[src/rtl/sysid_reader.sv]
// sysid_reader: Avalon-MM read master that fetches the system ID (word 0)
// and build timestamp (word 1) from a sysid responder. It compares both
// words against compile-time expected values and reports pass/fail and
// read timeouts as status.
module sysid_reader #(
  parameter logic [31:0] EXPECTED_ID        = 32'h00000000,
  parameter logic [31:0] EXPECTED_TIMESTAMP = 32'd1483316685,
  parameter int unsigned TIMEOUT_CYCLES     = 255
) (
  input  logic        clock,
  input  logic        reset,
  input  logic        start,
  output logic        avm_address,
  output logic        avm_read,
  input  logic        avm_waitrequest,
  input  logic [31:0] avm_readdata,
  output logic        busy,
  output logic        done,
  output logic        pass,
  output logic        timeout_err,
  output logic [31:0] id_q,
  output logic [31:0] timestamp_q
);

  typedef enum logic [1:0] {
    IDLE  = 2'd0,
    RD_ID = 2'd1,
    RD_TS = 2'd2,
    DONE  = 2'd3
  } state_t;

  // A stalled read gives up on the edge where the counter would reach
  // TIMEOUT_CYCLES, so avm_read is seen high for exactly TIMEOUT_CYCLES cycles.
  localparam logic [15:0] TIMEOUT_LAST = 16'(TIMEOUT_CYCLES - 1);

  state_t      state_q;
  state_t      state_d;
  logic [15:0] wait_cnt_q;
  logic [15:0] wait_cnt_d;
  logic [15:0] wait_cnt_inc;
  logic        avm_address_d;
  logic        avm_read_d;
  logic        busy_d;
  logic        done_d;
  logic        pass_d;
  logic        timeout_err_d;
  logic [31:0] id_d;
  logic [31:0] timestamp_d;

  // Saturating increment of the stall counter; it must never wrap to zero.
  always_comb begin
    wait_cnt_inc = (wait_cnt_q == 16'hFFFF) ? wait_cnt_q : wait_cnt_q + 16'd1;
  end

  // Next-state and next-output decode. Every output is computed here one
  // cycle ahead and registered below, so the ports never glitch.
  always_comb begin
    state_d       = state_q;
    wait_cnt_d    = wait_cnt_q;
    avm_address_d = avm_address;
    avm_read_d    = avm_read;
    busy_d        = busy;
    done_d        = 1'b0;
    pass_d        = pass;
    timeout_err_d = timeout_err;
    id_d          = id_q;
    timestamp_d   = timestamp_q;

    unique case (state_q)
      IDLE: begin
        if (start) begin
          state_d       = RD_ID;
          avm_read_d    = 1'b1;
          avm_address_d = 1'b0;
          busy_d        = 1'b1;
          pass_d        = 1'b0;
          timeout_err_d = 1'b0;
          id_d          = 32'd0;
          timestamp_d   = 32'd0;
          wait_cnt_d    = 16'd0;
        end
      end

      RD_ID: begin
        if (!avm_waitrequest) begin
          id_d          = avm_readdata;
          wait_cnt_d    = 16'd0;
          avm_address_d = 1'b1;
          state_d       = RD_TS;
        end else if (wait_cnt_q >= TIMEOUT_LAST) begin
          wait_cnt_d    = wait_cnt_inc;
          avm_read_d    = 1'b0;
          avm_address_d = 1'b0;
          timeout_err_d = 1'b1;
          pass_d        = 1'b0;
          done_d        = 1'b1;
          state_d       = DONE;
        end else begin
          wait_cnt_d    = wait_cnt_inc;
        end
      end

      RD_TS: begin
        if (!avm_waitrequest) begin
          timestamp_d   = avm_readdata;
          avm_read_d    = 1'b0;
          avm_address_d = 1'b0;
          pass_d        = (id_q == EXPECTED_ID) &&
                          (avm_readdata == EXPECTED_TIMESTAMP) &&
                          !timeout_err;
          done_d        = 1'b1;
          state_d       = DONE;
        end else if (wait_cnt_q >= TIMEOUT_LAST) begin
          wait_cnt_d    = wait_cnt_inc;
          avm_read_d    = 1'b0;
          avm_address_d = 1'b0;
          timeout_err_d = 1'b1;
          pass_d        = 1'b0;
          done_d        = 1'b1;
          state_d       = DONE;
        end else begin
          wait_cnt_d    = wait_cnt_inc;
        end
      end

      DONE: begin
        busy_d  = 1'b0;
        state_d = IDLE;
      end

      default: begin
        state_d       = IDLE;
        avm_read_d    = 1'b0;
        avm_address_d = 1'b0;
        busy_d        = 1'b0;
      end
    endcase
  end

  // State and output registers; reset is synchronous and beats start.
  always_ff @(posedge clock) begin
    if (reset) begin
      state_q     <= IDLE;
      wait_cnt_q  <= 16'd0;
      avm_address <= 1'b0;
      avm_read    <= 1'b0;
      busy        <= 1'b0;
      done        <= 1'b0;
      pass        <= 1'b0;
      timeout_err <= 1'b0;
      id_q        <= 32'd0;
      timestamp_q <= 32'd0;
    end else begin
      state_q     <= state_d;
      wait_cnt_q  <= wait_cnt_d;
      avm_address <= avm_address_d;
      avm_read    <= avm_read_d;
      busy        <= busy_d;
      done        <= done_d;
      pass        <= pass_d;
      timeout_err <= timeout_err_d;
      id_q        <= id_d;
      timestamp_q <= timestamp_d;
    end
  end

endmodule

[config.mk]
export PLATFORM = sky130hd
export DESIGN_NAME = sysid_reader
export DESIGN_NICKNAME = d
export VERILOG_FILES = /design/src/rtl/sysid_reader.sv
export SDC_FILE = /design/constraint.sdc
export NUM_CORES = 1
export LEC_CHECK = 0
export ABC_CLOCK_PERIOD_IN_PS = 2100
export CAP_MARGIN = 15
export CORE_ASPECT_RATIO = 0.75
export CORE_MARGIN = 2
export CORE_UTILIZATION = 47
export DETAILED_ROUTE_END_ITERATION = 10
export HOLD_SLACK_MARGIN = 0.02
export MAX_ROUTING_LAYER = met4
export PLACE_DENSITY = 0.8
export SYNTH_ARGS = -nofsm -noshare
export SYNTH_HDL_FRONTEND = slang
export SYNTH_SLANG_ARGS = --single-unit
[constraint.sdc]
create_clock -name clock -period 2.1 [get_ports clock]
set_input_delay 0.21 -clock clock [delete_from_list [all_inputs] [get_ports clock]]
set_output_delay 0.21 -clock clock [all_outputs]
set_load 0.02 [all_outputs]
==> results.env <==
SETUP-VIOLATIONS-FINAL=0
HTREEDEPTH=3
REGTOREGSETUPSLACK_NS=0.13
DETAIL_ROUTE.FIRST_PASS.ITERATIONS=5
DIODES=0
CTS_BUFFERS=9
TIMING.SLEW.HEADROOM_PCT=50.58
SYNTH-SEQ-AREA-SHARE_PCT=49.09
ROUTED_WIRELENGTH_MM=10.83
OUTCOME='completed'
LAYOUT_AREA_OVERHEAD_PCT=40.27
MULTI_INPUT_AREA_UM2=1699
POWER.IR.VDD_WORST_uV=449.2
TIMING_MAX_TRANSITION_VIOLATIONS_FINAL=0
FLOORPLAN.CORE_AREA_UM2=7365
FMAXACHIEVABLE_GHz=0.5064
ANTENNA_FOUND_INITIAL=0
LAYOUT.FILLER_CELLS=619
POST-ROUTE-PERIOD-UTIL_PCT=94.04
FINAL_NET_COUNT=549
GLOBALROUTETOTALUTIL_PCT=26.73
DETAILEDPLACEMENTHPWL_MM=7.746
YS.FLOP_TYPE='dfxtp_1'
FLOORPLAN.DIE.WIDTH_UM=104.9
POSTSYNTHREGISTERBITS=88
TIMING.HOLD.WORST.CLASS='in -> reg'
WORST_CLOCK_SKEW_NS=0.01311
ANTENNA_VIOLATING_NETS_REMAINING=0
DRT-WIRELENGTH-PER-CELL_UM=17.66
DR_TOTAL_VIAS=3624
FINAL_CRITICAL_PATH_SETUP_SLACK_NS=0.1252
LAYOUT_COMMONEST_CELL='clkdlybuf4s50_1'
SYN-NUM-NETS=441
FLOORPLAN.INITIALDENSITY_PCT=48.73
WORSTREG2REGEND='wait_cnt_q[12]$_SDFFE_PP0P_'
R2R_CELLS=7
SYN_AREA_PER_CELL_UM2=8.994
HOLD_PATH_DEPTH=2
GRT_PASS1_VIAS=3496
MIN_PERIOD_NS=1.975
CLOCKBUFFERDEPTH=2
DR_ITER_0_VIOLS=245
IO_BUFFERS=105
MAPPEDNETLISTAREA_UM2=3588
PATH_MAX_FANOUT=6
WORSTPATHREQUIRED_NS=2.41
FINALINSTANCEAREA_UM2=5034
STARTPOINT='wait_cnt_q[0]$_SDFFE_PP0P_'
CLOCK_TREE.ROOT_CELL='clkbuf_8'
IOS=106
POST_SYNTH_NUM_CELL_TYPES=49
SETUP.WORST_PATH.END='wait_cnt_q[12]$_SDFFE_PP0P_'
LAYOUT-DRIVE-GT1-SHARE_PCT=8.789
SYNTH_ENABLE_FLOP_CELLS=0
CRITPATHKIND='reg -> reg'
NUMCLOCKSINKS=88
GRT_PASS1_WL_MM=17.40
GRT_OVERFLOW=0
SYNTHESIS_WARNINGS=0
AVGVIACOUNTPERCELL=5.912
GRT_MAX_DEGREE=54
CLKSLEWWORSTSETUPHOLDPATHS_NS=0.09
CP-START-KIND='flip-flop'
CORE.ROWCOUNT=27
CRITPATHARRIVALTIME_NS=2.28
CRIT-REG2REG-LAUNCH='wait_cnt_q[0]$_SDFFE_PP0P_'
TIMING.MAX_CAP.VIOLATIONS=0
WORST_MARGIN_PIN_SLEW_NS=0.7310
CELL_COUNT_AFTER_SYNTHESIS=399
POWER_DENSITY_nW_PER_UM2=732.4
PLACEMENT.CELL_AREA_UM2=4825
REPORT.FINAL.HOLD_VIOL_COUNT=0
GP_CONGESTION=0.8884
LEAKAGE_nW=1.725
RSZ_0062_RAISED_AFTER_GLOBAL_ROUTING='false'
FP.DIEH_UM=79.67
LAYOUT_COMMON_CELLS='clkdlybuf4s50_1 (104), dfxtp_1 (88), nor2_1 (78)'
TIMING.SETUP.TNS_NS=0
END_KIND='flip-flop'
REGISTER_AREA_UM2=1762
CLK_LATENCY_NS=0.36
PRECTSSETUPSLACK_NS=0.1435
ROUTE.DETAILED.DRC=0
FLOORPLAN.DIE_AREA_UM2=8357
POSTSYNTH.ASYNCRESETSHARE_PCT=0
CTS_TREE='yes'
area by class of cell:
cell class              count  area share [%]
repair buffers            122           24.06
clock buffers               9           2.461
flip-flops and latches     88           35.00
multi-input cells         277           33.76
clock inverters             7           1.541
inverters                   9          0.6711
well taps                 101           2.511
timing repair:
action	4_1_cts	5_1_grt
hold buffers	0	0
setup buffers	0	0
resized for setup	0	2
setup endpoints to repair	0	3
flip-flops by register name, indices dropped and copies added (netlist names):
name,cells
done,1
state_q,2
timestamp_q,32
busy,1
id_q,32
pass,1
avm_address,1
wait_cnt_q,16
avm_read,1
timeout_err,1
through the flow:
| stage | total power [mW] | hold slack (ns) | instances | util (%) |
|---|---|---|---|---|
| 4_1_cts | 3.704 | 0.2452 | 613 | 68.25 |
| 5_1_grt | 3.837 | 0.2578 | 613 | 68.35 |
| 6_report | 3.687 | 0.2635 | 613 | 68.35 |
| 3_5_place_dp | 2.512 | 0.4660 | 597 | 65.51 |
| 2_1_floorplan | 2.174 | 0.3726 | 399 | - |
| 3_3_place_gp | 2.497 | 0.4613 | 597 | 65.51 |
cell families (layout without fill, tap and decap cells):
group           count (synthesis)  in the layout  share of synthesized area, %
simple gates                  153            153                         21.51
compound gates                115            115                         22.73
flops                          88             88                         49.09
buf+inv                        34            147                         3.835
fa+ha+maj                       6              6                         2.092
xor+xnor                        3              3                        0.7324
where the power goes:
part / internal (mW) / total (mW) / switching, mW / leakage (nW)
clock: 0.562 / 1.20 / 0.636 / 0.101
sequential: 1.71 / 1.75 / 0.0387 / 0.711
combinational: 0.302 / 0.735 / 0.433 / 0.914
total: 2.58 / 3.69 / 1.11 / 1.73
synth_stat cells (6+ instances only):
cell type	count	area share (%)
inv_1	9	0.94
a22oi_1	65	14
nand4_1	8	1.4
dfxtp_1	88	49
nand2_1	13	1.4
nor2_1	79	8.3
ha_1	6	2.1
nor4_1	11	1.9
o211ai_1	6	1.3
nand3_1	9	1.3
o21ai_0	10	1.4
a21oi_1	16	2.2
clkbuf_1	22	2.3
worst min-delay path by stage:
| stage | from | end | slack [ns] |
|---|---|---|---|
| finish | reset | id_q[26]$_SDFFE_PP0P_ | 0.26 |
| global route | reset | id_q[24]$_SDFFE_PP0P_ | 0.26 |
| CTS | reset | id_q[26]$_SDFFE_PP0P_ | 0.25 |
| detailed placement | busy$_SDFFE_PP0P_ | busy$_SDFFE_PP0P_ | 0.47 |
| global placement | busy$_SDFFE_PP0P_ | busy$_SDFFE_PP0P_ | 0.46 |
| floorplan | start | busy$_SDFFE_PP0P_ | 0.37 |
routing by layer:
metal | share of wire [%] | routed length (µm) | vias up | GRT usage [%]
li1 | - | - | 1697 | -
met2 | 44 | 4784 | 157 | 39.94
met3 | 8.1 | 880 | 10 | 5.796
met1 | 47 | 5051 | 1760 | 36.61
met5 | 0 | 0 | - | -
met4 | 1.0 | 108 | 0 | 8.000
worst max-delay path, stage by stage (launching register included):
cell	delay, ns
dfxtp_1	0.40
ha_1	0.20
nand3_1	0.11
buf_4	0.18
nor3_1	0.44
nand4_1	0.20
a211oi_1	0.26
a31o_2	0.14
(Power assumes the default switching activity.)
